### src/rtl/adc_pkg.sv
// adc_pkg: shared state encoding and channel-index width helper for the scan receiver.
package adc_pkg;

   typedef enum logic [1:0] {
      IDLE  = 2'd0,
      CONV  = 2'd1,
      SHIFT = 2'd2,
      GAP   = 2'd3
   } adc_state_e;

   // Channel index width; never narrower than one bit.
   function automatic int calc_ch_w(input int num_channels);
      return (num_channels <= 2) ? 1 : $clog2(num_channels);
   endfunction

endpackage

### src/rtl/spi_clk_gen.sv
// spi_clk_gen: SCK half-period divider with rise/fall strobes, enable and clear.
module spi_clk_gen #(
   parameter int DIVISOR = 50
) (
   input  logic i_clk,
   input  logic i_rst_n,
   input  logic i_en,
   input  logic i_clr,
   input  logic i_sck_en,
   output logic o_sck,
   output logic o_tick,
   output logic o_rise,
   output logic o_fall
);
   localparam int CNT_W = (DIVISOR > 1) ? $clog2(DIVISOR) : 1;

   logic [CNT_W-1:0] cnt_q, cnt_d;
   logic             sck_q, sck_d;

   // Strobes fire in the cycle the counter wraps; SCK itself changes on the following edge.
   assign o_tick = i_en && !i_clr && (cnt_q == CNT_W'(DIVISOR - 1));
   assign o_rise = o_tick && i_sck_en && !sck_q;
   assign o_fall = o_tick && i_sck_en && sck_q;
   assign o_sck  = sck_q;

   // Next counter and SCK level; clear wins over enable and parks SCK low.
   always_comb begin
      cnt_d = cnt_q;
      sck_d = sck_q;
      if (i_clr) begin
         cnt_d = '0;
         sck_d = 1'b0;
      end else if (i_en) begin
         cnt_d = o_tick ? '0 : cnt_q + CNT_W'(1);
         if (o_rise || o_fall) begin
            sck_d = !sck_q;
         end
      end
   end

   // Counter and SCK registers with synchronous active-low reset.
   always_ff @(posedge i_clk) begin
      if (!i_rst_n) begin
         cnt_q <= '0;
         sck_q <= 1'b0;
      end else begin
         cnt_q <= cnt_d;
         sck_q <= sck_d;
      end
   end

endmodule

### src/rtl/adc_scan_receiver.sv
// adc_scan_receiver: masked multi-channel scan controller for a pipelined SAR ADC.
// Frame k shifts out the command for one channel and shifts in the conversion
// commanded in frame k-1, so every scan opens with a dummy frame and closes by
// re-commanding the first enabled channel.
module adc_scan_receiver
   import adc_pkg::*;
#(
   parameter int SPI_CLK_DIVISOR = 50,
   parameter int DATA_BITS       = 12,
   parameter int CMD_BITS        = 8,
   parameter int NUM_CHANNELS    = 4,
   parameter int CONV_CYCLES     = 200,
   localparam int CH_W           = calc_ch_w(NUM_CHANNELS)
) (
   input  logic                     i_clk,
   input  logic                     i_rst_n,
   input  logic                     i_start,
   input  logic                     i_continuous,
   input  logic [NUM_CHANNELS-1:0]  i_chan_mask,
   input  logic [CMD_BITS-CH_W-1:0] i_cmd_cfg,
   output logic                     o_rx_dv,
   output logic [DATA_BITS-1:0]     o_rx_data,
   output logic [CH_W-1:0]          o_rx_chan,
   output logic                     o_busy,
   output logic                     o_scan_done,
   input  logic                     i_serial_rx,
   output logic                     o_convst,
   output logic                     o_sck,
   output logic                     o_serial_tx,
   output adc_state_e               o_state
);
   localparam int CFG_W  = CMD_BITS - CH_W;
   localparam int CONV_W = $clog2(CONV_CYCLES + 1);
   localparam int BIT_W  = $clog2(DATA_BITS + 1);

   adc_state_e               state_q, state_d;
   logic [CONV_W-1:0]        conv_cnt_q, conv_cnt_d;
   logic [BIT_W-1:0]         bit_cnt_q, bit_cnt_d;
   logic [NUM_CHANNELS-1:0]  mask_q, mask_d;
   logic [CFG_W-1:0]         cfg_q, cfg_d;
   logic [CH_W-1:0]          cur_ch_q, cur_ch_d;
   logic [CH_W-1:0]          prev_ch_q, prev_ch_d;
   logic                     dummy_q, dummy_d;
   logic                     last_q, last_d;
   logic [CMD_BITS-1:0]      tx_sr_q, tx_sr_d;
   logic [DATA_BITS-1:0]     rx_sr_q, rx_sr_d;
   logic                     rx_dv_q, rx_dv_d;
   logic [DATA_BITS-1:0]     rx_data_q, rx_data_d;
   logic [CH_W-1:0]          rx_chan_q, rx_chan_d;
   logic                     scan_done_q, scan_done_d;
   logic                     convst_q, convst_d;
   logic                     busy_q, busy_d;

   logic                     start_scan;
   logic                     next_found;
   logic [CH_W-1:0]          next_ch, first_q_ch, first_in_ch;
   logic                     sck_tick, sck_rise, sck_fall;

   spi_clk_gen #(
      .DIVISOR (SPI_CLK_DIVISOR)
   ) u_spi_clk_gen (
      .i_clk    (i_clk),
      .i_rst_n  (i_rst_n),
      .i_en     ((state_q == SHIFT) || (state_q == GAP)),
      .i_clr    ((state_q == IDLE) || (state_q == CONV)),
      .i_sck_en (state_q == SHIFT),
      .o_sck    (o_sck),
      .o_tick   (sck_tick),
      .o_rise   (sck_rise),
      .o_fall   (sck_fall)
   );

   // Channel search: lowest enabled channel above the current one, and lowest enabled overall.
   always_comb begin
      next_found  = 1'b0;
      next_ch     = '0;
      first_q_ch  = '0;
      first_in_ch = '0;
      for (int i = NUM_CHANNELS - 1; i >= 0; i--) begin
         if (mask_q[i] && (CH_W'(i) > cur_ch_q)) begin
            next_found = 1'b1;
            next_ch    = CH_W'(i);
         end
         if (mask_q[i]) begin
            first_q_ch = CH_W'(i);
         end
         if (i_chan_mask[i]) begin
            first_in_ch = CH_W'(i);
         end
      end
   end

   // Frame sequencing: conversion, serial exchange, gap, then publish and pick the next frame.
   always_comb begin
      state_d     = state_q;
      conv_cnt_d  = conv_cnt_q;
      bit_cnt_d   = bit_cnt_q;
      mask_d      = mask_q;
      cfg_d       = cfg_q;
      cur_ch_d    = cur_ch_q;
      prev_ch_d   = prev_ch_q;
      dummy_d     = dummy_q;
      last_d      = last_q;
      tx_sr_d     = tx_sr_q;
      rx_sr_d     = rx_sr_q;
      rx_dv_d     = 1'b0;
      rx_data_d   = rx_data_q;
      rx_chan_d   = rx_chan_q;
      scan_done_d = 1'b0;
      start_scan  = 1'b0;
      case (state_q)
         IDLE: begin
            if (i_start && (|i_chan_mask)) begin
               start_scan = 1'b1;
            end
         end
         CONV: begin
            if (conv_cnt_q == CONV_W'(CONV_CYCLES - 1)) begin
               state_d    = SHIFT;
               conv_cnt_d = '0;
               bit_cnt_d  = '0;
               tx_sr_d    = {cfg_q, cur_ch_q};
            end else begin
               conv_cnt_d = conv_cnt_q + CONV_W'(1);
            end
         end
         SHIFT: begin
            if (sck_rise) begin
               rx_sr_d = {rx_sr_q[DATA_BITS-2:0], i_serial_rx};
            end
            if (sck_fall) begin
               tx_sr_d = tx_sr_q << 1;
               if (bit_cnt_q == BIT_W'(DATA_BITS - 1)) begin
                  state_d = GAP;
               end else begin
                  bit_cnt_d = bit_cnt_q + BIT_W'(1);
               end
            end
         end
         GAP: begin
            if (sck_tick) begin
               if (!dummy_q) begin
                  rx_dv_d   = 1'b1;
                  rx_data_d = rx_sr_q;
                  rx_chan_d = prev_ch_q;
               end
               if (!last_q) begin
                  state_d   = CONV;
                  prev_ch_d = cur_ch_q;
                  dummy_d   = 1'b0;
                  if (next_found) begin
                     cur_ch_d = next_ch;
                  end else begin
                     // Wrap back to the first channel; that frame only collects the last sample.
                     cur_ch_d = first_q_ch;
                     last_d   = 1'b1;
                  end
               end else begin
                  scan_done_d = 1'b1;
                  if (i_continuous && (|i_chan_mask)) begin
                     start_scan = 1'b1;
                  end else begin
                     state_d = IDLE;
                  end
               end
            end
         end
         default: state_d = IDLE;
      endcase
      if (start_scan) begin
         state_d    = CONV;
         mask_d     = i_chan_mask;
         cfg_d      = i_cmd_cfg;
         cur_ch_d   = first_in_ch;
         dummy_d    = 1'b1;
         last_d     = 1'b0;
         conv_cnt_d = '0;
      end
      convst_d = (state_d == CONV);
      busy_d   = (state_d != IDLE);
   end

   // All state and output registers, synchronous active-low reset.
   always_ff @(posedge i_clk) begin
      if (!i_rst_n) begin
         state_q     <= IDLE;
         conv_cnt_q  <= '0;
         bit_cnt_q   <= '0;
         mask_q      <= '0;
         cfg_q       <= '0;
         cur_ch_q    <= '0;
         prev_ch_q   <= '0;
         dummy_q     <= 1'b0;
         last_q      <= 1'b0;
         tx_sr_q     <= '0;
         rx_sr_q     <= '0;
         rx_dv_q     <= 1'b0;
         rx_data_q   <= '0;
         rx_chan_q   <= '0;
         scan_done_q <= 1'b0;
         convst_q    <= 1'b0;
         busy_q      <= 1'b0;
      end else begin
         state_q     <= state_d;
         conv_cnt_q  <= conv_cnt_d;
         bit_cnt_q   <= bit_cnt_d;
         mask_q      <= mask_d;
         cfg_q       <= cfg_d;
         cur_ch_q    <= cur_ch_d;
         prev_ch_q   <= prev_ch_d;
         dummy_q     <= dummy_d;
         last_q      <= last_d;
         tx_sr_q     <= tx_sr_d;
         rx_sr_q     <= rx_sr_d;
         rx_dv_q     <= rx_dv_d;
         rx_data_q   <= rx_data_d;
         rx_chan_q   <= rx_chan_d;
         scan_done_q <= scan_done_d;
         convst_q    <= convst_d;
         busy_q      <= busy_d;
      end
   end

   assign o_rx_dv     = rx_dv_q;
   assign o_rx_data   = rx_data_q;
   assign o_rx_chan   = rx_chan_q;
   assign o_busy      = busy_q;
   assign o_scan_done = scan_done_q;
   assign o_convst    = convst_q;
   assign o_serial_tx = tx_sr_q[CMD_BITS-1];
   assign o_state     = state_q;

endmodule

### config.mk
export PLATFORM = sky130hd
export DESIGN_NAME = adc_scan_receiver
export DESIGN_NICKNAME = d
export VERILOG_FILES = /design/src/rtl/adc_pkg.sv /design/src/rtl/spi_clk_gen.sv /design/src/rtl/adc_scan_receiver.sv
export SDC_FILE = /design/constraint.sdc
export NUM_CORES = 1
export LEC_CHECK = 0
export BUFFER_PORTS_ARGS = -buffer_cell sky130_fd_sc_hd__buf_2
export CAP_MARGIN = 5
export CORE_AREA = 2 2 83 85
export CTS_CLUSTER_DIAMETER = 80
export CTS_CLUSTER_SIZE = 25
export DETAILED_ROUTE_END_ITERATION = 10
export DIE_AREA = 0 0 85 87
export HOLD_SLACK_MARGIN = 0.02
export PLACE_DENSITY = 0.73
export SYNTH_ARGS = -nofsm -noshare
export SYNTH_HDL_FRONTEND = slang
export SYNTH_SLANG_ARGS = --single-unit
### constraint.sdc
create_clock -name i_clk -period 2.3 [get_ports i_clk]
set_input_delay 0 -clock i_clk [delete_from_list [all_inputs] [get_ports i_clk]]
set_output_delay 0 -clock i_clk [all_outputs]
set_load 0.1 [all_outputs]
# After elaboration in Yosys (flattened, before gate mapping)

Cells that the tools add are included.

Register bits: 75
Bits of input ports: 15
Output and inout port bits: 22
Logic and storage cells: 124

$add $sub $neg: 3
Magnitude comparators: 4
Eq/ne operators: 11
Muxes and demuxes: 51
Bitwise operators: 3
Reductions and logical operators: 33

Operator list:

| cell                                                   | number |
|---|---|
| two-way mux 2 bit                                      | 24 |
| two-way mux 8 bit                                      | 3 |
| two-way mux 1 bit                                      | 16 |
| one-hot mux 8 bit (2 select lines)                     | 1 |
| AND reduction 3 bit                                    | 5 |
| two-way mux 4 bit                                      | 3 |
| logical AND 1 bit                                      | 11 |
| adder 8 x 1 -> 8 bit (second input constant)           | 1 |
| == test 8 bit (second input constant)                  | 1 |
| one-hot mux 4 bit (2 select lines)                     | 1 |
| nonzero test 2 bit                                     | 4 |
| adder 6 x 1 -> 6 bit (second input constant)           | 1 |
| == test 6 bit (second input constant)                  | 1 |
| two-way mux 6 bit                                      | 1 |
| one-hot mux 2 bit (3 select lines)                     | 1 |
| AND reduction 2 bit                                    | 3 |
| adder 4 x 1 -> 4 bit (second input constant)           | 1 |
| == test 2 x 1 -> 1 bit (second input constant)         | 2 |
| == test 2 bit (second input constant)                  | 2 |
| == test 4 bit (second input constant)                  | 1 |
| > comparator 1 x 2 -> 1 bit (first input constant)     | 2 |
| > comparator 2 bit (first input constant)              | 2 |
| inequality test 2 x 1 -> 1 bit (second input constant) | 2 |
| inequality test 2 bit (second input constant)          | 2 |
| 8 further kinds                                        | 14 |

# Depth between registers and ports, before layout

Word-level depth: 11
Mapped depth: 9
Depth with buffers taken out: 7

# By module

Synthesis repeated with hierarchy kept, for this count alone.

Cells, all modules: 394
Area, all modules: 3439.5 µm²

Modules (own cells, without submodules):

| module            | instances | cells each | area each (µm²) | sequential area each (µm²) |
|---|---|---|---|---|
| adc_scan_receiver | 1         | 355        | 3056.7          | 1361.3 |
| spi_clk_gen       | 1         | 39         | 382.9           | 140.1 |

# Worst setup path before layout

Ideal clock, no wire load.

Path type: reg-to-reg
Start: reg state_q[0] (netlist: o_state[0])
End: reg cur_ch_q[0]
Arrival: 2.844 ns
Data required time: 2.226 ns
Slack: -0.618 ns
Stages on the path, launching flop included: 9
Buffers on the path: 1
Period minus slack after synthesis: 2.918 ns
Cells stage by stage: dfxtp_1 -> inv_1 -> ha_1 -> nor3b_2 -> nand3_1 -> o31a_1 -> buf_2 -> or4_1 -> o21ai_0

Word-level cells in the longest chain between the ends: 9

RTL lines:

| what                                                                                         | line                                              | RTL |
|---|---|---|
| start: declaration                                                                           | adc_scan_receiver.sv:36                           | `adc_state_e state_q, state_d;` |
| start signal: assignment                                                                     | adc_scan_receiver.sv:204                          | `state_q <= state_d;` |
| == test 2 x 1 -> 1 bit / zero test 2 bit (equally long branches)                             | adc_scan_receiver.sv:65, adc_scan_receiver.sv:111 |  |
| logical OR 1 bit                                                                             | adc_scan_receiver.sv:65                           | `.i_clr ((state_q == IDLE) \|\| (state_q == CONV)),` |
| zero test 1 bit                                                                              | spi_clk_gen.sv:21                                 | `assign o_tick = i_en && !i_clr && (cnt_q == CNT_W'(DIVISOR - 1));` |
| logical AND 1 bit (2 in series)                                                              | spi_clk_gen.sv:21                                 |  |
| two-way mux 1 bit                                                                            | adc_scan_receiver.sv:141                          | `if (sck_tick) begin` |
| one-hot mux 1 bit (2 select lines)                                                           | adc_scan_receiver.sv:111                          | `case (state_q)` |
| inequality test 2 x 1 -> 1 bit (no source line) / nonzero test 2 bit (equally long branches) | n/a                                               |  |
| AND reduction 3 bit (no source line)                                                         | n/a                                               |  |
| end signal: assignment                                                                       | adc_scan_receiver.sv:209                          | `cur_ch_q <= cur_ch_d;` |
| end: declaration                                                                             | adc_scan_receiver.sv:41                           | `logic [CH_W-1:0] cur_ch_q, cur_ch_d;` |

Several ways; a longest one is shown, not always the timed one.
A chain may end at the register's enable or synchronous reset.

# Final worst setup path

Start: in i_chan_mask[3]
End: reg convst_q (netlist: o_convst)

Word-level cells in the longest chain between the ends: 8

RTL lines:

| what                                                                                            | line                                               | RTL |
|---|---|---|
| start: declaration                                                                              | adc_scan_receiver.sv:19                            | `input logic [NUM_CHANNELS-1:0] i_chan_mask,` |
| OR reduction 4 bit (*)                                                                          | adc_scan_receiver.sv:113, adc_scan_receiver.sv:160 |  |
| logical AND 1 bit                                                                               | adc_scan_receiver.sv:160                           | `if (i_continuous && (\|i_chan_mask)) begin` |
| two-way mux 2 bit / two-way mux 1 bit (equally long branches)                                   | adc_scan_receiver.sv:160                           |  |
| two-way mux 2 bit / two-way mux 1 bit (equally long branches)                                   | adc_scan_receiver.sv:147                           | `if (!last_q) begin` |
| two-way mux 2 bit / two-way mux 1 bit (equally long branches)                                   | adc_scan_receiver.sv:141                           |  |
| one-hot mux 2 bit (3 select lines) / one-hot mux 1 bit (2 select lines) (equally long branches) | adc_scan_receiver.sv:111                           |  |
| two-way mux 2 bit (*)                                                                           | adc_scan_receiver.sv:170                           | `if (start_scan) begin` |
| == test 2 x 1 -> 1 bit (*)                                                                      | adc_scan_receiver.sv:179                           | `convst_d = (state_d == CONV);` |
| end signal: assignment                                                                          | adc_scan_receiver.sv:219                           | `convst_q <= convst_d;` |
| end: declaration                                                                                | adc_scan_receiver.sv:51                            | `logic convst_q, convst_d;` |

Every way passes the cells marked *; elsewhere a longest branch is shown, timed or not.

==> reports/metrics.yaml <==
outcome: "finished clean"
via_per_inst: 5.387
ys_async_sr_fraction_pct: 0
holdWs_ns: 0.1927
rsz0062_at_grt: "false"
cts.repair.resized: 0
hp-class: "in2reg"
p_per_area_nw_per_um2: 682.1
cts_tree: "yes"
setup_viol: 0
period_needed_ns: 2.159
nets: 437
clockBufferDepth: 2
grt_start_max_net_pins: 34
irDropWorstVdd_v: 0.0004813
fin_setup_tns_ns: 0
cts_setup_buffers: 0
yosysUniqueCellTypes: 49
ys_seq_area_share_pct: 45.78
path_class: "in2reg"
initial_core_util_pct: 49.92
cts_made_buffers: 9
power_mw: 2.661
cts_max_level: 3
met1_length_um: 3319
intPower_mw: 1.960
startpoint_type: "input pin"
combPwrFrac_pct: 9.4
p_leak_nw: 1.615
wirelength_um: 6794
p_switching_mw: 0.7014
cts_root_buffer: "clkbuf_8"
wl_per_cell_um: 13.62
critical_path_arrival_ns: 2.39
worst_clock_skew_ns: 0.01358
drv_slew: 0
ys_ff_latch: 75
remaining_drc_errors: 0
synthesis.area_sq_um: 3279
core_sq_um: 6569
syn_inst: 365
routabilityCongestion: 0.8590
synth_edf_count: 0
switching_share_pct: 26.36
die_w_um: 85
syn_area_per_cell_sq_um: 8.985
die_area_sq_um: 7395
finalHoldViolations: 0
ant_nets: 0
rows: 30
dp_cells: 471
dr.pass1.iters: 6
grt_overflow: 0
dp_hpwl_um: 4650
synthFlopType: "dfxtp_1"
final_util_pct: 59.39
port_buffers: 36
io_pins: 37
drive_above_1_share_pct: 18.38
critical_path_required_ns: 2.53
top_layer_used: "met4"
path_clk_slew_ns: 0.09
grt_usage_pct: 18.95
seq_area_sq_um: 1509
relSlewSlack_pct: 66.61
clkPwrFrac_pct: 39.9
path_max_fanout: 4
fp.dieH_um: 87
clkSinkCount: 75
fmax_mhz: 463.1
power.share.sequential_pct: 50.7
antenna_found_initial: 0
n_fill_cell: 528
r2r_slack_ns: 0.15
dr_wl_met3_um: 221
yosysWarnings: 0
clk_latency_ns: 0.36
wl_met2_um: 3160
syn_to_final_growth_pct: 18.96
cp-end-kind: "flip-flop"
instances_no_fill: 499
grt_pass1_vias: 2437
multi_input_area_sq_um: 1694
finalCritPeriodShare_pct: 93.89
worstMarginPinSlew_ns: 0.5043
grt_pass1_wl_um: 11280
vias: 2688
syn-num-nets: 388
drt_iter0_drc: 142
drv_cap: 0
diodes: 0
## area by class of cell
cell class                 instances  share of cell area, %
tap                               80                  2.566
inverter                           6                 0.5773
sequential                        75                  38.68
timing repair buffer              57                  9.429
multi-input combinational        265                  43.43
clock buffer                      10                  3.528
clock inverter                     6                  1.796
## cells by family (layout without fill, tap and decap cells)
| family | Yosys count | count (layout) | synth area share [%] |
|---|---|---|---|
| compound gates | 59 | 59 | 12.74 |
| flops | 75 | 75 | 45.78 |
| buf+inv | 25 | 79 | 3.205 |
| xor+xnor | 9 | 9 | 2.404 |
| simple gates | 152 | 152 | 21.52 |
| fa+ha+maj | 8 | 8 | 3.052 |
| mux | 37 | 37 | 11.29 |
## through the flow
stage	instance area [sq um]	setup WS (ns)
2_1_floorplan	3308	0.04462
3_3_place_gp	3573	0.2280
3_5_place_dp	3573	0.1792
4_1_cts	3901	0.1475
5_1_grt	3901	0.03817
6_report	3901	0.1406
## critical path: stages
cell and delay, ns:
dlygate4sd3_1 0.52, buf_2 0.14, or4_1 0.62, a311o_1 0.40, a221o_1 0.26, a22oi_1 0.30
o22ai_1 0.14
## timing repair
| action | CTS | global route |
|---|---|---|
| hold buffers | 12 | 0 |
| setup endpoints to repair | 0 | 0 |
| hold endpoints to repair | 15 | 0 |
## metal layers
metal / GRT usage (%) / vias to the layer above
met4: 6.494 / 0
met1: 24.55 / 1270
met3: 4.645 / 11
met5: 0 / -
met2: 31.04 / 37
li1: - / 1370
## Yosys cell counts (2+ instances only)
cell	number	share of area, %
nor3_1	6	0.92
a21oi_1	22	3.4
o21ai_0	6	0.92
nand2b_1	4	0.76
inv_1	6	0.69
ha_1	8	3.1
and2_1	3	0.57
or4_1	3	0.69
dfxtp_1	75	46
o2111ai_1	2	0.53
nor2_1	63	7.2
a211oi_2	3	1.1
o21bai_1	3	0.69
buf_2	3	0.46
xnor2_1	3	0.80
nand2_1	43	4.9
a31oi_1	3	0.57
nor2b_1	6	1.1
mux2i_1	37	11
a211oi_1	4	0.92
or2_2	2	0.38
o22ai_1	2	0.38
clkbuf_1	15	1.7
xor2_1	6	1.6
nand4b_1	3	0.80
nand4_1	4	0.76
nand3_1	8	1.2
## registers in the layout, summed over array words and instances, names as in the netlist, 4 cells and up
signal and count:
bit_cnt_q 4, cfg_q 6, conv_cnt_q 8, mask_q 4
o_rx_data 12, rx_sr_q 12, tx_sr_q 8, u_spi_clk_gen.cnt_q 6
## power groups by stage
stage / Sequential, mW / Combinational, mW / Clock (mW)
after global placement: 1.38 / 0.227 / 0
after global routing: 1.35 / 0.271 / 1.13
after detailed placement: 1.38 / 0.232 / 0
after CTS: 1.35 / 0.249 / 1.07
after floorplan: 1.42 / 0.131 / 0
final: 1.35 / 0.251 / 1.06
## placed cells by master, fill, tap and decap left out, drive strengths merged, types with 7 or more instances in the layout
cell type | Yosys | layout
dfxtp | 75 | 75
nor2 | 63 | 63
buf | 4 | 45
nand2 | 43 | 43
mux2i | 37 | 37
a21oi | 22 | 22
dlygate4sd3 | 0 | 12
clkbuf | 15 | 10
inv | 6 | 9
nand3 | 8 | 8
ha | 8 | 8
a211oi | 7 | 7
## path summary, 6_finish.rpt
path / startpoint / endpoint / depth (start not counted)
setup / recovery: i_chan_mask[3] / o_convst / 7
hold / removal: i_start / dummy_q / 4
hold reg to reg: dummy_q / dummy_q / 2
setup reg to reg: conv_cnt_q[3] / tx_sr_q[7] / 6
Note: power is estimated with default switching activity, not from simulation.
